$ cat src/rtl/imem_loader_pkg.sv
// Shared types and constants for the instruction-memory boot loader.
package imem_loader_pkg;

  typedef enum logic [2:0] {
    IDLE,
    LEN0,
    LEN1,
    DATA,
    CSUM,
    DONE,
    ERR
  } state_e;

  localparam logic [1:0] ERR_NONE = 2'b00;
  localparam logic [1:0] ERR_LEN  = 2'b01;
  localparam logic [1:0] ERR_CSUM = 2'b10;

endpackage

$ cat src/rtl/imem_loader_word_packer.sv
// Packs accepted bytes little-endian into 32-bit words; flags each completed word
// with a registered one-cycle pulse alongside the registered word.
module word_packer (
  input  logic        clk,
  input  logic        rst,
  input  logic        clr,
  input  logic        byte_valid,
  input  logic [7:0]  byte_in,
  output logic        word_last,
  output logic        word_valid,
  output logic [31:0] word
);

  logic [1:0]  cnt_q,   cnt_d;
  logic [23:0] shreg_q, shreg_d;
  logic [31:0] word_q,  word_d;
  logic        valid_q, valid_d;

  assign word_last  = byte_valid && (cnt_q == 2'd3);
  assign word_valid = valid_q;
  assign word       = word_q;

  always_comb begin
    cnt_d   = cnt_q;
    shreg_d = shreg_q;
    word_d  = word_q;
    valid_d = 1'b0;
    if (clr) begin
      cnt_d   = '0;
      shreg_d = '0;
    end else if (byte_valid) begin
      cnt_d   = cnt_q + 2'd1;
      // Newest byte enters at the top so byte 0 ends up in the low lane.
      shreg_d = {byte_in, shreg_q[23:8]};
      if (cnt_q == 2'd3) begin
        word_d  = {byte_in, shreg_q};
        valid_d = 1'b1;
      end
    end
  end

  always_ff @(posedge clk) begin
    if (rst) begin
      cnt_q   <= '0;
      shreg_q <= '0;
      word_q  <= '0;
      valid_q <= 1'b0;
    end else begin
      cnt_q   <= cnt_d;
      shreg_q <= shreg_d;
      word_q  <= word_d;
      valid_q <= valid_d;
    end
  end

endmodule

$ cat src/rtl/imem_loader.sv
// Boot loader: receives a length/payload/checksum byte frame, writes imem words,
// and releases the core from reset only after a verified image.
module imem_loader
  import imem_loader_pkg::*;
#(
  parameter int IMEM_WORDS = 256,
  parameter int ADDR_W     = 8
) (
  input  logic              clk,
  input  logic              rst,
  input  logic              start,
  input  logic              rx_valid,
  input  logic [7:0]        rx_data,
  output logic              rx_ready,
  output logic              we,
  output logic [ADDR_W-1:0] waddr,
  output logic [31:0]       wdata,
  output logic              busy,
  output logic              done,
  output logic [1:0]        err_code,
  output logic              core_rst
);

  state_e            state_q, state_d;
  logic [7:0]        len_lo_q, len_lo_d;
  logic [15:0]       len_q, len_d;
  logic [15:0]       wcnt_q, wcnt_d;
  logic [7:0]        csum_q, csum_d;
  logic [ADDR_W-1:0] waddr_q, waddr_d;
  logic [1:0]        err_q, err_d;
  logic              rx_ready_q, rx_ready_d;
  logic              busy_q, busy_d;
  logic              done_q, done_d;
  logic              core_rst_q, core_rst_d;

  logic              accept;
  logic              pk_valid;
  logic              pk_clr;
  logic              word_last;
  logic [15:0]       len_new;

  assign accept   = rx_valid && rx_ready_q;
  assign pk_valid = accept && (state_q == DATA);
  assign len_new  = {rx_data, len_lo_q};

  word_packer u_packer (
    .clk        (clk),
    .rst        (rst),
    .clr        (pk_clr),
    .byte_valid (pk_valid),
    .byte_in    (rx_data),
    .word_last  (word_last),
    .word_valid (we),
    .word       (wdata)
  );

  always_comb begin
    state_d  = state_q;
    len_lo_d = len_lo_q;
    len_d    = len_q;
    wcnt_d   = wcnt_q;
    csum_d   = csum_q;
    waddr_d  = waddr_q;
    err_d    = err_q;
    pk_clr   = 1'b0;

    case (state_q)
      IDLE, DONE, ERR: begin
        if (start) begin
          state_d = LEN0;
          wcnt_d  = '0;
          csum_d  = '0;
          err_d   = ERR_NONE;
          pk_clr  = 1'b1;
        end
      end
      LEN0: begin
        if (accept) begin
          len_lo_d = rx_data;
          csum_d   = csum_q ^ rx_data;
          state_d  = LEN1;
        end
      end
      LEN1: begin
        if (accept) begin
          len_d  = len_new;
          csum_d = csum_q ^ rx_data;
          if (int'(len_new) > IMEM_WORDS) begin
            state_d = ERR;
            err_d   = ERR_LEN;
          end else if (len_new == '0) begin
            state_d = CSUM;
          end else begin
            state_d = DATA;
          end
        end
      end
      DATA: begin
        if (accept) begin
          csum_d = csum_q ^ rx_data;
          if (word_last) begin
            wcnt_d  = wcnt_q + 16'd1;
            waddr_d = wcnt_q[ADDR_W-1:0];
            if (wcnt_q == len_q - 16'd1) state_d = CSUM;
          end
        end
      end
      CSUM: begin
        if (accept) begin
          if (rx_data == csum_q) begin
            state_d = DONE;
          end else begin
            state_d = ERR;
            err_d   = ERR_CSUM;
          end
        end
      end
      default: state_d = IDLE;
    endcase

    // Status outputs are registered from the next state so they line up with it.
    rx_ready_d = (state_d == LEN0) || (state_d == LEN1) || (state_d == DATA) || (state_d == CSUM);
    busy_d     = rx_ready_d;
    done_d     = (state_d == DONE);
    core_rst_d = (state_d != DONE);
  end

  always_ff @(posedge clk) begin
    if (rst) begin
      state_q    <= IDLE;
      len_lo_q   <= '0;
      len_q      <= '0;
      wcnt_q     <= '0;
      csum_q     <= '0;
      waddr_q    <= '0;
      err_q      <= ERR_NONE;
      rx_ready_q <= 1'b0;
      busy_q     <= 1'b0;
      done_q     <= 1'b0;
      core_rst_q <= 1'b1;
    end else begin
      state_q    <= state_d;
      len_lo_q   <= len_lo_d;
      len_q      <= len_d;
      wcnt_q     <= wcnt_d;
      csum_q     <= csum_d;
      waddr_q    <= waddr_d;
      err_q      <= err_d;
      rx_ready_q <= rx_ready_d;
      busy_q     <= busy_d;
      done_q     <= done_d;
      core_rst_q <= core_rst_d;
    end
  end

  assign rx_ready = rx_ready_q;
  assign waddr    = waddr_q;
  assign busy     = busy_q;
  assign done     = done_q;
  assign err_code = err_q;
  assign core_rst = core_rst_q;

endmodule

$ cat config.mk
export PLATFORM = sky130hd
export DESIGN_NAME = imem_loader
export DESIGN_NICKNAME = d
export VERILOG_FILES = /design/src/rtl/imem_loader_pkg.sv /design/src/rtl/imem_loader_word_packer.sv /design/src/rtl/imem_loader.sv
export SDC_FILE = /design/constraint.sdc
export NUM_CORES = 1
export LEC_CHECK = 0
export ABC_CLOCK_PERIOD_IN_PS = 3600
export CAP_MARGIN = 20
export CORE_ASPECT_RATIO = 1.1
export CORE_MARGIN = 3
export CORE_UTILIZATION = 55
export DETAILED_ROUTE_END_ITERATION = 10
export HOLD_SLACK_MARGIN = 0.15
export PLACE_DENSITY_LB_ADDON = 0.12
export SLEW_MARGIN = 20
export SYNTH_ARGS = -nofsm -noshare
export SYNTH_HDL_FRONTEND = slang
export SYNTH_HIERARCHICAL = 1
export SYNTH_SLANG_ARGS = --single-unit
export TNS_END_PERCENT = 1
$ cat constraint.sdc
create_clock -name clk -period 3.6 [get_ports clk]
set_clock_uncertainty 0.05 [all_clocks]
set_input_delay 0.72 -clock clk [delete_from_list [all_inputs] [get_ports clk]]
set_output_delay 0.72 -clock clk [all_outputs]
set_load 0.05 [all_outputs]
==> results.md, run 1 <==
- Outcome: complete, no violations
- CTS tree: yes
- Die Span X: 105 um
- Mean Syn Cell Area: 8.86 um^2
- CP max stage cell: dfxtp_1
- Main synth FF type: dfxtp_1
- PortBufs: 58
- Critical Path Sink Type: flop
- Routed via count: 4826
- Antenna diodes: 0
- Post-synth EDFFs: 0
- Synth-to-Final Area Change: 21.8%
- Xor-xnor portion of the synthesized cell area: 0.0610
- Routed WL per cell: 16.0 um
- Synth cell types: 59
- Worst skew pair latency: 0.52 ns
- Antenna viol nets, final: 0
- Vias in the first global route: 4634
- Min-delay src: u_packer/word[6]
- Layout cells sized above 1: 0.0908
- Worst Hold Path EP: u_packer/word[6]
- Post-synthesis simple-gate area fraction: 0.248
- Ys Warns: 6
- Worst Reg-to-Reg Cells: 11
- Async S/R FF share, synth: 0
- Vias/cell: 5.57
- Clock Path Buffers: 2
- Least-Margin Pin Slew: 0.678 ns
- Fill count: 801
- R2R setup slack: 0.85 ns
- Worst-path fanout max: 16
- Area leader, netlist: dfxtp_1
- Lkg Pwr: 0.00247 uW
- Compound-gate portion of the synthesized area: 0.0944
- Nets@finish: 729
- CTS Buf Count: 17
- Worst setup SP type: flop
- Peak per-stage delay on the critical path: 0.65 ns
- Slew Limit Fails: 0
- Fmax: 364 MHz
- FP Rows: 38
- Mux contribution to synthesized area: 0.128
- Ports: 59
- Worst reg2reg endpoint: state_q[2]
- Number of gates resized after CTS: 0
- Gr ovfl total: 0
- Main combinational cell family by area after synthesis: simple AND/OR/NAND/NOR gates
- Synth Net Count: 679
- Register area share after synthesis: 0.419
- PD cells: 453 nW/um^2
- CP Buf/Inv Count: 1
- CP Cell Sequence: nand3b_1, nor2_4, nand2_1, inv_1, nand3_1, nor3_1, o2111ai_1, nor4_1, and4_1, a31o_2, and2_1
- CTS clk-pin slew, worst paths: 0.05 ns
- GPL Wtd Cong: 0.956
- Critical path required time: 4.01 ns
- Setup CP Type: reg -> reg
- Total power: 3250 uW
- Critical path arrival: 3.16 ns
- # DRC: 0
- Post-DP HPWL: 9630 um
- DR pass1 iterations: 5
- Mapped cell area: 5880 um^2
- Final setup fails: 0
- Synth Instances: 664
- Starting DRT DRC Count: 328
- Commonest non-fill, non-tap cell in the layout: dfxtp_1
- Setup bufs post-CTS: 0
- R2r startpoint: state_q[1]
- Synth area leaders: dfxtp_1 (42%), mux2i_1 (13%), nand2b_1 (7.3%)
- Largest delay share family, worst path: simple AND/OR/NAND/NOR gates
- Crit path time final: 2.75 ns
- Post-Route WL: 13900 um
- Setup TNS: 0 ns
- Hold Vio Cnt, Final: 0
- Total GRT Usage: 0.239
- Post-CTS Hold Fix Bufs: 0
- CTS Sinks: 123
- First-pass GRT wire length: 22900 um
- Final worst-path cycle share: 0.763
- Worst Hold Depth: 2
- Top-area cell type share of the netlist area: 0.419
- Worst min path class: reg -> reg
- Max-cap violation count: 0
- FF+latch count, synth: 123
- Commonest non-fill, non-tap cells in the layout: dfxtp_1 (123), nor2_1 (83), mux2i_1 (75)
- RSZ-0062 raised after global routing: no
- Relative slew slack: 0.547
- Die height: 114 um
- H-tree Lvls: 4
- Initial antenna violation count: 0
- Die ar.: 12000 um^2
- Largest net degree at the start of global routing: 105
- Core footprint: 10100 um^2
- Root Driver: clkbuf_8
- Starting Density: 0.581
- Adder-Cell Fraction of Synth Area: 0.00638
- Peak supply drop: 0.321 mV
==> metal layers <==
layer / part of all wire / wire (um) / track usage / vias to the layer above
met1: 0.43 / 5950 / 0.290 / 2303
met4: 0.014 / 195 / 0.0866 / 0
met3: 0.051 / 705 / 0.0564 / 20
met2: 0.51 / 7000 / 0.416 / 129
li1: - / - / - / 2374
met5: 0 / 0 / 0 / -
==> sequential cells by signal, summed over array words and instances (netlist names), 2 cells and up <==
name              cells
len_q                16
state_q               3
wcnt_q               16
u_packer/word        32
len_lo_q              8
u_packer/shreg_q     24
waddr                 8
csum_q                8
u_packer/cnt_q        2
err_code              2
==> tightest hold or removal path, stage by stage, from the launching register on <==
cell and delay [ns]:
dfxtp_1 0.31, nand2b_1 0.06, mux2i_1 0.05
==> cell type report <==
type                    instances  area [um^2]  area share
repair buffers                 75          728       0.102
well taps                     140          175      0.0245
clock buffers                  21          449      0.0627
inverters                       9         33.8     0.00472
flip-flops and latches        123         2460       0.344
multi-input cells             488         3170       0.443
clock inverters                11          144      0.0201
==> how the worst max path moves through the flow <==
stage	from	endpoint	slack, ns	cells after the start
floorplan	busy	wcnt_q[11]	0.53	13
global placement	rx_data[4]	busy	0.48	8
detailed placement	rx_data[4]	busy	0.45	8
CTS	state_q[1]	state_q[2]	0.89	11
global route	state_q[1]	state_q[1]	0.64	11
finish	state_q[1]	state_q[2]	0.85	11
==> where the power goes <==
group	total (uW)	switching [uW]	leakage (uW)	internal (uW)
clock network	1690	599	0.000292	1090
logic	175	106	0.00119	68.1
registers	1380	13.2	0.000991	1370
total	3250	718	0.00247	2530
==> cells by family after synthesis <==
| family | Yosys count |
|---|---|
| simple gates | 281 |
| xor+xnor | 41 |
| mux | 75 |
| flops | 123 |
| compound gates | 88 |
| buf+inv | 53 |
| fa+ha+maj | 3 |
==> Yosys cell counts, drive strengths merged, types with 4 or more instances <==
master and number:
buf 16, nor3 9, o211ai 5, a21o 4, inv 9, a21oi 37, o21ai 18, and3 12
nor4 7, nand3 10, dfxtp 123, nand4 7, xnor2 27, nand2b 69, clkbuf 28, mux2i 75
xor2 14, or2 5, or4 5, nor2 86, nand2 47, nand3b 9
==> through the flow <==
| stage | worst slack (ns) | hold WS, ns | util | instance area, um^2 | std cells |
|---|---|---|---|---|---|
| floorplan | 0.532 | 0.394 | - | 5880 | 664 |
| global placement | 0.478 | 0.408 | 0.649 | 6570 | 835 |
| detailed placement | 0.449 | 0.411 | 0.649 | 6570 | 835 |
| CTS | 0.891 | 0.422 | 0.707 | 7160 | 867 |
| global route | 0.638 | 0.438 | 0.707 | 7160 | 867 |
| finish | 0.852 | 0.417 | 0.707 | 7160 | 867 |
(Power assumes the default switching activity.)
==> inputs of run 2 (changes only) <==
Settings changed: ABC_CLOCK_PERIOD_IN_PS 3600 to 2500, CORE_UTILIZATION 55 to 51.
Clock period 3.6 ns to 2.5 ns, I/O delays scaled along.
==> run 2 against run 1 <==
- sequential share of layout area shrank 1.2 points
- first-iteration DRC count shrank 6.1%
- sequential power grew 44%
- non-clock buffer count grew 31
- worst hold slack gained 0.0050 ns
- largest cell class unchanged
- routed wire length grew 0.79%
==> results.md, run 2 (synthesized netlist as in run 1, its figures left out) <==
- Outcome: complete, no violations
- Critical path arrival: 2.64 ns (-0.52 ns)
- Fin area: 7440 um^2 (+3.9%)
- Antenna viol nets, final: 0 (unchanged)
- Post-CTS Hold Fix Bufs: 0 (unchanged)
- Die Span X: 108 um (+3.6%)
- Register area: 2470 um^2 (+0.15%)
- Max-cap violation count: 0 (unchanged)
- Max reg flops: 32 (unchanged)
- Post-DP HPWL: 9980 um (+3.7%)
- Worst setup SP type: primary input
- Vias/cell: 5.39 (-3.2%)
- CTS Buf Count: 17 (unchanged)
- DR pass1 iterations: 5 (unchanged)
- Setup bufs post-CTS: 0 (unchanged)
- Starting Density: 0.530 (-0.0514)
- First-pass GRT wire length: 23300 um (+1.7%)
- CP Cell Sequence: clkdlybuf4s50_1, or4_1, a211o_1, a21oi_1, a211oi_1, or2_1, or3_4
- FP Rows: 40 (+5.3%)
- PortBufs: 58 (unchanged)
- Fmax: 417 MHz
- Worst skew pair latency: 0.41 ns (-0.11 ns)
- Total GRT Usage: 0.229 (-0.0102)
- Post-Route WL: 14000 um (+0.79%)
- Critical path required time: 2.75 ns (-1.26 ns)
- Die ar.: 12900 um^2 (+7.4%)
- RSZ-0062 raised after global routing: no
- Antenna diodes: 0 (unchanged)
- Number of gates resized after CTS: 0 (unchanged)
- Largest net degree at the start of global routing: 62 (-41%)
- CTS tree: yes
- Commonest non-fill, non-tap cell in the layout: dfxtp_1
- Worst-path fanout max: 2 (-14)
- Nets@finish: 760 (+4.3%)
- Least-Margin Pin Slew: 0.667 ns (-0.0108 ns)
- Final setup fails: 0 (unchanged)
- H-tree Lvls: 4 (unchanged)
- CTS Sinks: 123 (unchanged)
- Peak supply drop: 0.395 mV (+23%)
- Worst min path class: reg -> reg
- PD cells: 622 nW/um^2 (+37%)
- Hold Vio Cnt, Final: 0 (unchanged)
- Routed via count: 4876 (+1.0%)
- Root Driver: clkbuf_16
- Synth-to-Final Area Change: 26.5%
- Slew Limit Fails: 0 (unchanged)
- Setup CP Type: in -> reg
- Placed Area: 6830 um^2 (+3.9%)
- Crit path time final: 2.40 ns
- Routed WL per cell: 15.4 um (-3.4%)
- Lkg Pwr: 0.00264 uW (+6.8%)
- Relative slew slack: 0.554 (+0.00719)
- Core footprint: 11100 um^2 (+9.7%)
- Vias in the first global route: 4687 (+1.1%)
- Ports: 59 (unchanged)
- CTS clk-pin slew, worst paths: 0.06 ns (about the same)
- Hold WS: 0.422 ns (+0.00499 ns)
- # DRC: 0 (unchanged)
- Starting DRT DRC Count: 308 (-6.1%)
- Peak per-stage delay on the critical path: 0.57 ns (-0.08 ns)
- Fill count: 934 (+17%)
- Final worst-path cycle share: 0.958
- GPL Wtd Cong: 0.936 (-2.0%)
- Layout cells sized above 1: 0.140 (+0.0491)
- Multi-input gate area: 3200 um^2 (+1.0%)
- Clock Path Buffers: 2 (unchanged)
- Critical Path Sink Type: flop
- Gr ovfl total: 0 (unchanged)
- Die height: 119 um (+3.6%)
- Initial antenna violation count: 0 (unchanged)
- CP max stage cell: or4_1
- Commonest non-fill, non-tap cells in the layout: dfxtp_1 (122), nor2_1 (83), mux2i_1 (75)
## run 2: worst max-delay path: cells and delay by family
family                 cells  cell delay, ns
buffers and inverters      1            0.42
AO/OA/AOI/OAI              3            0.52
AND/OR/NAND/NOR            3            1.20
## run 2: power by group
group	switching [uW]	internal (uW)	total (uW)
Sequential	12.9	1970	1990
Combinational	166	116	282
Clock	911	1450	2360
Total	1090	3540	4630
## run 2: area by class of cell
cell class	count	share of cell area
clock buffer	19	0.0624
timing repair buffer	106	0.131
multi-input combinational	488	0.431
clock inverter	13	0.0158
tap	147	0.0247
inverter	9	0.00454
sequential	123	0.331
## run 2: stage by stage
stage                     cells   util  TNS [ns]  power, uW  worst slack [ns]
after global routing        905  0.670         0       4780           0.00270
after detailed placement    873  0.614     -3.86       2310            -0.386
final                       905  0.670         0       4630             0.104
after global placement      873  0.614     -2.62       2300            -0.369
after floorplan             664      -   -0.0222       2200           -0.0111
after CTS                   905  0.667         0       4670            0.0516
## run 2: layer usage
layer,GRT usage,vias up,part of all wire
met5,0,-,0
met4,0.0845,0,0.019
met3,0.0552,23,0.047
met2,0.364,109,0.49
met1,0.299,2309,0.44
li1,-,2435,-
## run 2: worst paths after layout
check	start	end	slack [ns]	depth (start not counted)
worst min register to register	u_packer/shreg_q[5]	u_packer/word[5]	0.42	2
worst min-delay path	u_packer/shreg_q[5]	u_packer/word[5]	0.42	2
worst max-delay path	rx_data[0]	core_rst	0.10	7
worst max register to register	len_q[0]	state_q[2]	0.20	8
==> inputs of run 3 (changes only) <==
Settings changed: CORE_UTILIZATION 51 to 55, DONT_BUFFER_PORTS set to 1.
==> run 3 against run 2 <==
- sequential share of layout area increased by 3.4 points
- combinational power decreased by 16%
- flip-flop and latch count unchanged
- clock-buffer cell count unchanged
- global-route usage increased by 2.0 points
==> results.md, run 3 (synthesized netlist as in run 1, its figures left out) <==
- Outcome: complete, no violations
- Max-cap violation count: 0 (unchanged)
- Highest Signal Layer: met4
- Core footprint: 10100 um^2 (-8.9%)
- CP max stage cell: or4_1
- WL met1: 6410 um (+3.3%)
- PD cells: 685 nW/um^2 (+10%)
- Root Driver: clkbuf_8
- Setup TNS: 0 ns (unchanged)
- Slew Limit Fails: 0 (unchanged)
- CTS Buf Count: 17 (unchanged)
- Setup CP Type: reg -> reg
- Die height: 114 um (-3.5%)
- PortBufs: 0 (-100%)
- H-tree Lvls: 4 (unchanged)
- Critical path arrival: 2.71 ns (+0.07 ns)
- Post-Route WL: 14300 um (+2.5%)
- Gr ovfl total: 0 (unchanged)
- First-pass GRT wire length: 23800 um (+2.1%)
- FP Rows: 38 (-5.0%)
- Die ar.: 12000 um^2 (-6.9%)
- Max reg flops: 32 (unchanged)
- Worst setup SP type: flop
- Starting Density: 0.581 (+0.0514)
- Initial antenna violation count: 0 (unchanged)
- Commonest non-fill, non-tap cell in the layout: dfxtp_1
- Critical Path Sink Type: flop
- Worst skew pair latency: 0.52 ns (+0.11 ns)
- Total GRT Usage: 0.249 (+0.0199)
- Lkg Pwr: 0.00234 uW (-11%)
- Post-layout util: 0.667 (-0.00281)
- CTS clk-pin slew, worst paths: 0.07 ns (about the same)
- Worst min path class: in -> reg
- Final worst-path cycle share: 0.942 (-0.0162)
- WL met2: 6900 um (+0.98%)
- Ports: 59 (unchanged)
- DR WL met3: 754 um (+15%)
- CP Buf/Inv Count: 0 (-1)
- Vias/cell: 5.62 (+4.4%)
- Crit path time final: 2.36 ns (-0.0404 ns)
- Fin area: 6750 um^2 (-9.2%)
- CTS tree: yes
- Peak per-stage delay on the critical path: 0.62 ns (+0.05 ns)
- Critical path required time: 2.86 ns (+0.11 ns)
- DR pass1 iterations: 5 (unchanged)
- Antenna diodes: 0 (unchanged)
- Peak supply drop: 0.485 mV (+23%)
- Layout cells sized above 1: 0.111 (-0.0289)
- CTS Sinks: 123 (unchanged)
- CP Cell Sequence: or4_1, nor2_1, xor2_1, a221oi_1, o21ai_0, a31o_2, and2_1
- Vias in the first global route: 4661 (-0.55%)
- Hold Vio Cnt, Final: 0 (unchanged)
- Worst-path fanout max: 7 (+5)
- Commonest non-fill, non-tap cells in the layout: dfxtp_1 (122), nor2_1 (83), mux2i_1 (75)
- Nets@finish: 687 (-9.6%)
- Relative slew slack: 0.601 (+0.0465)
- RSZ-0062 raised after global routing: no
- Least-Margin Pin Slew: 0.593 ns (-0.0739 ns)
- Largest net degree at the start of global routing: 109 (+76%)
- Fmax: 425 MHz (+1.7%)
- Routed via count: 4640 (-4.8%)
- Placed Area: 6040 um^2 (-12%)
- # DRC: 0 (unchanged)
- Starting DRT DRC Count: 259 (-16%)
- GPL Wtd Cong: 0.856 (-8.5%)
- Final setup fails: 0 (unchanged)
- Antenna viol nets, final: 0 (unchanged)
- Synth-to-Final Area Change: 14.8%
- Post-DP HPWL: 9590 um (-3.9%)
- Routed WL per cell: 17.4 um (+12%)
- Clock Path Buffers: 2 (unchanged)
- Die Span X: 105 um (-3.5%)
- Largest delay share family, worst path: simple AND/OR/NAND/NOR gates
==> run 3: power by group <==
group	internal [uW]	total (uW)	switching, uW
Combinational	92.8	237	144
Sequential	1970	1990	12.0
Clock	1470	2400	934
Total	3540	4630	1090
==> run 3: layer usage <==
| metal | up-vias | track usage |
|---|---|---|
| met3 | 23 | 0.0666 |
| met4 | 0 | 0.0822 |
| met5 | - | 0 |
| li1 | 2277 | - |
| met1 | 2238 | 0.318 |
| met2 | 102 | 0.410 |
==> run 3: through the flow <==
stage / setup WS [ns] / total power [uW] / cells / hold slack [ns]
after CTS: 0.135 / 4660 / 825 / 0.167
after global routing: 0.00146 / 4770 / 825 / 0.177
after floorplan: -0.0111 / 2200 / 664 / 0.394
after global placement: 0.0611 / 2210 / 782 / 0.411
final: 0.145 / 4630 / 825 / 0.181
after detailed placement: 0.0655 / 2210 / 782 / 0.412
==> run 3: what timing repair did <==
action,in CTS,in global routing
hold endpoints to repair,87,0
setup buffers,0,0
hold buffers,11,0
resized for setup,0,1
endpoints found under the setup margin,0,1
==> run 3: worst paths after layout <==
check                           cells past startpoint                start  slack (ns)          endpoint
worst max-delay path                                7             len_q[5]        0.14        state_q[2]
worst min-delay path                                3           rx_data[6]        0.18         csum_q[6]
worst max register to register                      7             len_q[5]        0.14        state_q[2]
worst min register to register                      2  u_packer/shreg_q[4]        0.42  u_packer/word[4]
==> run 3: area by class of cell <==
class                           count  area (um^2)
Sequential cell                   123         2470
Timing Repair Buffer               33          305
Multi-Input combinational cell    488         3190
Tap cell                          140          175
Clock buffer                       19          432
Fill cell                         870         3370
Clock inverter                     13          155
Inverter                            9         33.8
==> run 3: worst register-to-register path, delay by kind of cell, from the launching register on <==
family          cells  cell delay [ns]
compound gates      3             0.73
xor+xnor            1             0.10
flops               1             0.36
simple gates        3             1.02
